$ cat src/rtl/aes_dec_arbiter.sv
// -----------------------------------------------------------------------------
// aes_dec_arbiter
//
// Round-robin sequencer that shares one iterative AES decryption core between
// two requesters. A granted ciphertext and a software-loaded key are latched
// and presented to the core, whose mode enable is held high for exactly Nr+1
// consecutive cycles. The core's plaintext is then offered on a valid/ready
// response channel tagged with the owning requester's ID.
//
// Parameters
//   Nk          key length in 32-bit words (passed through to the core)
//   Nr          number of rounds (10/12/14); round counter is 4 bits wide
//
// Ports
//   clk         rising-edge clock
//   reset       asynchronous, active-high reset (shared with the core)
//   key_load    load key_in into the key register (IDLE only)
//   key_in      new cipher key
//   reqX_valid  requester X has a ciphertext block on reqX_data
//   reqX_ready  combinational grant for requester X (IDLE only)
//   reqX_data   requester X ciphertext
//   resp_valid  plaintext available on resp_data (HOLD state)
//   resp_ready  response consumer accepts the plaintext
//   resp_data   plaintext, taken directly from core_out
//   resp_id     requester that owns the response
//   core_en     core Mode1 enable
//   core_in     registered ciphertext to the core
//   core_key    registered key to the core
//   core_out    core plaintext output
//   busy        high while a block is in RUN or HOLD
// -----------------------------------------------------------------------------
module aes_dec_arbiter #(
    parameter int Nk = 4,
    parameter int Nr = 10
) (
    input  logic              clk,
    input  logic              reset,
    input  logic              key_load,
    input  logic [32*Nk-1:0]  key_in,
    input  logic              req0_valid,
    output logic              req0_ready,
    input  logic [127:0]      req0_data,
    input  logic              req1_valid,
    output logic              req1_ready,
    input  logic [127:0]      req1_data,
    output logic              resp_valid,
    input  logic              resp_ready,
    output logic [127:0]      resp_data,
    output logic              resp_id,
    output logic              core_en,
    output logic [127:0]      core_in,
    output logic [32*Nk-1:0]  core_key,
    input  logic [127:0]      core_out,
    output logic              busy
);

    typedef enum logic [1:0] {
        ST_IDLE = 2'd0,
        ST_RUN  = 2'd1,
        ST_HOLD = 2'd2
    } state_t;

    localparam logic [3:0] RND_LAST = 4'(Nr);

    state_t      state_r;
    logic [3:0]  rnd_r;
    logic        last_r;      // requester served most recently
    logic        grant_vld_s; // some requester is granted this cycle
    logic        grant_id_s;  // which requester is granted

    // Round-robin grant: only in IDLE, and key loading wins over requests.
    always_comb begin
        grant_vld_s = 1'b0;
        grant_id_s  = 1'b0;
        if ((state_r == ST_IDLE) && !key_load) begin
            if (req0_valid && req1_valid) begin
                grant_vld_s = 1'b1;
                grant_id_s  = ~last_r;
            end else if (req0_valid) begin
                grant_vld_s = 1'b1;
                grant_id_s  = 1'b0;
            end else if (req1_valid) begin
                grant_vld_s = 1'b1;
                grant_id_s  = 1'b1;
            end else begin
                grant_vld_s = 1'b0;
                grant_id_s  = 1'b0;
            end
        end else begin
            grant_vld_s = 1'b0;
            grant_id_s  = 1'b0;
        end
    end

    // Ready outputs follow the grant directly.
    always_comb begin
        req0_ready = grant_vld_s & ~grant_id_s;
        req1_ready = grant_vld_s &  grant_id_s;
    end

    // The core holds its result while disabled, so the plaintext is passed through.
    always_comb begin
        resp_data = core_out;
    end

    // Sequencer FSM with all registered outputs.
    always_ff @(posedge clk or posedge reset) begin
        if (reset) begin
            state_r    <= ST_IDLE;
            rnd_r      <= 4'd0;
            last_r     <= 1'b1;
            core_en    <= 1'b0;
            resp_valid <= 1'b0;
            busy       <= 1'b0;
            resp_id    <= 1'b0;
            core_in    <= 128'd0;
            core_key   <= '0;
        end else begin
            case (state_r)
                ST_IDLE: begin
                    if (key_load) begin
                        core_key <= key_in;
                    end else if (grant_vld_s) begin
                        core_in <= grant_id_s ? req1_data : req0_data;
                        resp_id <= grant_id_s;
                        last_r  <= grant_id_s;
                        rnd_r   <= 4'd0;
                        core_en <= 1'b1;
                        busy    <= 1'b1;
                        state_r <= ST_RUN;
                    end else begin
                        state_r <= ST_IDLE;
                    end
                end
                ST_RUN: begin
                    // Nr+1 enabled edges: rnd counts 0..Nr in step with the core.
                    if (rnd_r == RND_LAST) begin
                        core_en    <= 1'b0;
                        rnd_r      <= 4'd0;
                        resp_valid <= 1'b1;
                        state_r    <= ST_HOLD;
                    end else begin
                        rnd_r <= rnd_r + 4'd1;
                    end
                end
                ST_HOLD: begin
                    if (resp_ready) begin
                        resp_valid <= 1'b0;
                        busy       <= 1'b0;
                        state_r    <= ST_IDLE;
                    end else begin
                        state_r <= ST_HOLD;
                    end
                end
                default: begin
                    state_r    <= ST_IDLE;
                    rnd_r      <= 4'd0;
                    core_en    <= 1'b0;
                    resp_valid <= 1'b0;
                    busy       <= 1'b0;
                end
            endcase
        end
    end

endmodule
$ cat config.mk
export PLATFORM = sky130hd
export DESIGN_NAME = aes_dec_arbiter
export DESIGN_NICKNAME = d
export VERILOG_FILES = /design/src/rtl/aes_dec_arbiter.sv
export SDC_FILE = /design/constraint.sdc
export NUM_CORES = 1
export LEC_CHECK = 0
export BUFFER_PORTS_ARGS = -buffer_cell sky130_fd_sc_hd__buf_2
export CAP_MARGIN = 5
export CORE_AREA = 2 2 358 360
export DETAILED_ROUTE_END_ITERATION = 8
export DIE_AREA = 0 0 360 362
export GPL_TIMING_DRIVEN = 0
export PLACE_DENSITY_LB_ADDON = 0.08
export SYNTH_ARGS = -nofsm -noshare
export SYNTH_HDL_FRONTEND = slang
export SYNTH_SLANG_ARGS = --single-unit
$ cat constraint.sdc
create_clock -name clk -period 10 [get_ports clk]
set_input_delay 1 -clock clk [delete_from_list [all_inputs] [get_ports clk]]
set_output_delay 1 -clock clk [all_outputs]
set_load 0.01 [all_outputs]
# Word-level counts from Yosys, hierarchy flattened
# Index checks and enable logic that the tools add are counted.
[op_classes] n_eq_ne=7 addsub=1 bitwise_logic=8 n_mux=25 reduce_logical=11
[ops] op="two-way mux 128 bit" count=1
[ops] op="two-way mux 1 bit" count=13
[ops] op="two-way mux 4 bit" count=3
[ops] op="case mux 4 bit (3 select lines)" count=1
[ops] op="case mux 1 bit (3 select lines)" count=3
[ops] op="AND reduction 3 bit" count=3
[ops] op="!= test 2 bit (second input constant)" count=4
[ops] op="AND reduction 4 bit" count=2
[ops] op="two-way mux 2 bit" count=3
[ops] op="inverter 1 bit" count=6
[ops] op="case mux 2 bit (3 select lines)" count=1
[ops] op="adder 4 x 1 -> 4 bit (second input constant)" count=1
[ops] op="== test 4 bit (second input constant)" count=1
[ops] op="AND reduction 2 bit" count=2
[ops] op="AND 1 bit" count=2
[ops] op="== test 2 x 1 -> 1 bit (second input constant)" count=1
[ops] op="== test 2 bit (second input constant)" count=1
[ops] op="logical AND 1 bit" count=2
[ops] op="logical NOT 2 bit" count=1
[ops] op="logical NOT 1 bit" count=1
[word_totals] elab_cells=61 ff_bits=267 in_bits=518 output_inout_bits=390

# Depth between registers and ports, before layout
[logic_depth] ltp_word=7 mapped_depth=7 ltp_nobuf=3

# Least setup slack after synthesis
# OpenSTA, ideal clock, no wires.
[synth_timing] path_kind="input to output" from="in req0_valid" to="out req0_ready" path_slack_ns=7.023 path_stages=4 n_path_buf=3 arrival_ns=1.977 required_time_ns=9.000 cell_sequence="clkbuf_1 > buf_2 > clkbuf_1 > nor3b_1"
[synth_between] elab_chain_len=5 word_cells_on_any_way=9 classes_between="mux: 6; bitwise: 2; reduce/logical: 1"
[synth_lines] item="start, declared" line="40" text="input logic req0_valid,"
[synth_lines] item="two-way mux 1 bit / logical AND 1 bit (equally long branches)" line="79, 76"
[synth_lines] item="two-way mux 1 bit" line="76" text="if (req0_valid && req1_valid) begin"
[synth_lines] item="two-way mux 1 bit" line="75" text="if ((state_r == ST_IDLE) && !key_load) begin"
[synth_lines] item="inverter 1 bit" line="97" text="req0_ready = grant_vld_s & ~grant_id_s;"
[synth_lines] item="AND 1 bit *" line="97"
[synth_lines] item="end, declared" line="41" text="output logic req0_ready,"
# Mark *: on every way between the ends. The rest lies on a longest branch, timed or not.

# Final worst setup path
# Ends and elaborated chain as after synthesis.

==> results_dict.tcl <==
set metrics [dict create \
    rows 131 \
    yosysWarnings 0 \
    placedInstanceArea_um2 18840 \
    cts_post_setup_buffers_inserted 0 \
    ant_nets 0 \
    dr.pass1.iters 6 \
    cts_inserted_buffers 39 \
    synth_common_cells "dfrtp_1 (266), buf_4 (139), nand2_1 (134)" \
    coreArea_um2 126700 \
    grt_max_degree 97 \
    endpoint_kind "output pin" \
    fin_crit_sh 0.3709 \
    vdd_drop_max_uv 100.4 \
    die_area_um2 130300 \
    initial_core_util 0.1010 \
    areaGrowthSynthToFinish_pct 57.39 \
    grt_use_met2 0.1790 \
    grt-ovfl-total 0 \
    cts_tree "yes" \
    power_density_nw_per_um2 271.1 \
    rsz0062_at_grt "false" \
    synth_seq_area_share 0.5220 \
    use_met3 0.03981 \
    grt_use_met1 0.1080 \
    async_flop_share 1.000 \
    num_io_pins 908 \
    skew_ns 0.01609 \
    grt_pass1_wl_um 93610 \
    top_usage_layer "met2" \
    hold_path_class "in2async" \
    synthTopCellsByArea "dfrtp_1 (52%), a221o_1 (10%), buf_4 (8.2%)" \
    vias 11612 \
    maxCapViolCount 0 \
    antenna_found_initial 23 \
    drcViolationCount 0 \
    leakage_nw 9.449 \
    outcome "completed" \
    drv_slew 0 \
    worstPathRequired_ns 9.00 \
    ys_dominant_reg_cell "dfrtp_1" \
    max_freq_ghz 0.2696 \
    synth_top_area_share 0.5199 \
    hold_ws_ns 0.4754 \
    postLayoutCellArea_um2 20150 \
    chipWidth_um 360 \
    io_buffers 778 \
    wl_um 67600 \
    cts_root_buffer "clkbuf_16" \
    synth_edf_count 0 \
    cts.htree.levels 2 \
    ys_ff_latch 267 \
    via_per_inst 3.263 \
    critPathMaxFanout 10 \
    start_kind "primary input" \
    clk_latency_ns 0.58 \
    worst-setup-path-type "in2out" \
    period_needed_ns 3.709 \
    hpwl_um 54100 \
    slew_headroom 0.3801 \
    clockBufferDepth 3 \
    synth.distinct_cells 34 \
    place.gp.congestion 0.7174 \
    synth_most_common_cell "dfrtp_1" \
    synth.largest_area_cell "dfrtp_1" \
    setup_violations 0 \
    worst_pin_slew_ns 0.9298 \
    cts_resized 0 \
    nNetsFinal 2381 \
    dr.first_iter.drc_count 379 \
    hold_viol 0 \
    hold_buffers 0 \
    grt_pass1_vias 12513 \
    routedWlPerCell_um 18.99 \
    grt_use_total 0.09910 \
    synth_nets 1560 \
    syn_area_per_cell_um2 12.29 \
    path_clk_slew_ns 0.05 \
    netlist_area_um2 12800 \
    die_h_um 362 \
    syn_inst 1042 \
    drive_gt1_frac 0.6438 \
    crit_arrival_ns 2.71 \
    cts_sinks 267 \
]
cell families (layout without fill, tap and decap cells):
group / count (synthesis) / in the layout / synth area share
flops: 267 / 267 / 0.5220
other cells: 0 / 5 / 0
buf+inv: 223 / 1073 / 0.1175
simple gates: 280 / 280 / 0.1387
mux: 129 / 129 / 0.1134
compound gates: 143 / 143 / 0.1085
routing by layer:
metal  wire length (µm)  vias up
li1                   -     5308
met1              25700     5631
met2              34630      549
met3               5891       90
met4               1164       34
met5                215        -
where the power goes:
group	switching, W	internal (W)	leakage (nW)
sequential	0.000286	0.00161	3.23
clock	0.000568	0.000871	0.643
combinational	0.00115	0.000980	5.57
worst max-delay path: stages:
cell and delay [ns]:
clkbuf_1 0.32, buf_2 0.51, clkbuf_1 0.45, nor3b_1 0.24, buf_2 0.19
path summary, 6_finish.rpt:
check / from / end / slack (ns) / cells after the start
setup / recovery: req0_valid / req0_ready / 6.29 / 5
hold reg to reg: resp_id$_DFFE_PP0P_ / resp_id$_DFFE_PP0P_ / 0.48 / 1
hold / removal: reset / core_key[67]$_DFFE_PP0P_ / 0.48 / 2
max in group asynchronous: reset / core_in[49]$_DFFE_PP0P_ / 8.27 / 3
min in group clk: resp_id$_DFFE_PP0P_ / resp_id$_DFFE_PP0P_ / 0.48 / 1
setup reg to reg: state_r[0]$_DFFE_PP0P_ / core_key[52]$_DFFE_PP0P_ / 7.62 / 5
final cells by class:
cell class	instances	area (µm²)
tap	1662	2079
sequential	267	6683
antenna	5	12.51
buffer	217	1481
inverter	6	30.03
clock buffer	58	1149
clock inverter	12	150.1
fill	14373	106600
timing repair buffer	780	3949
multi-input combinational	552	4616
sequential cells by signal (all words and copies together), names as in the netlist, 2 cells and up:
register,cells
state_r,2
core_key,128
rnd_r,4
core_in,128
stage by stage:
stage / total power (W) / utilization / TNS, ns / cells / setup slack (ns)
6_report: 0.005462 / 0.1590 / 0 / 3559 / 6.291
5_1_grt: 0.005857 / 0.1590 / 0 / 3558 / 6.007
4_1_cts: 0.005634 / 0.1589 / 0 / 3554 / 6.093
3_5_place_dp: 0.004125 / 0.1487 / 0 / 3484 / 6.107
3_3_place_gp: 0.004133 / 0.1482 / -1000.77 / 3482 / -3.859
2_1_floorplan: 0.003007 / - / 0 / 1042 / 1.648
cells in the final DEF (no fill, tap or decap), types with 2 or more instances in the layout:
cell type / netlist / layout
dfrtp_1: 266 / 266
mux2_1: 44 / 44
nand3_1: 2 / 2
clkbuf_1: 27 / 37
buf_4: 139 / 139
diode_2: 0 / 5
o211ai_1: 4 / 4
nand2_1: 134 / 134
a21o_1: 2 / 2
inv_1: 6 / 5
nor3_2: 101 / 101
mux2_2: 84 / 84
clkbuf_8: 0 / 8
buf_16: 0 / 2
nor3b_1: 2 / 2
clkinv_2: 0 / 7
bufinv_16: 0 / 3
a221o_1: 128 / 128
buf_6: 13 / 13
nor3_1: 28 / 28
buf_2: 38 / 816
nor2b_1: 4 / 4
o21bai_1: 3 / 3
clkbuf_16: 0 / 40
o21ai_1: 2 / 2
(Power assumes the default switching activity.)
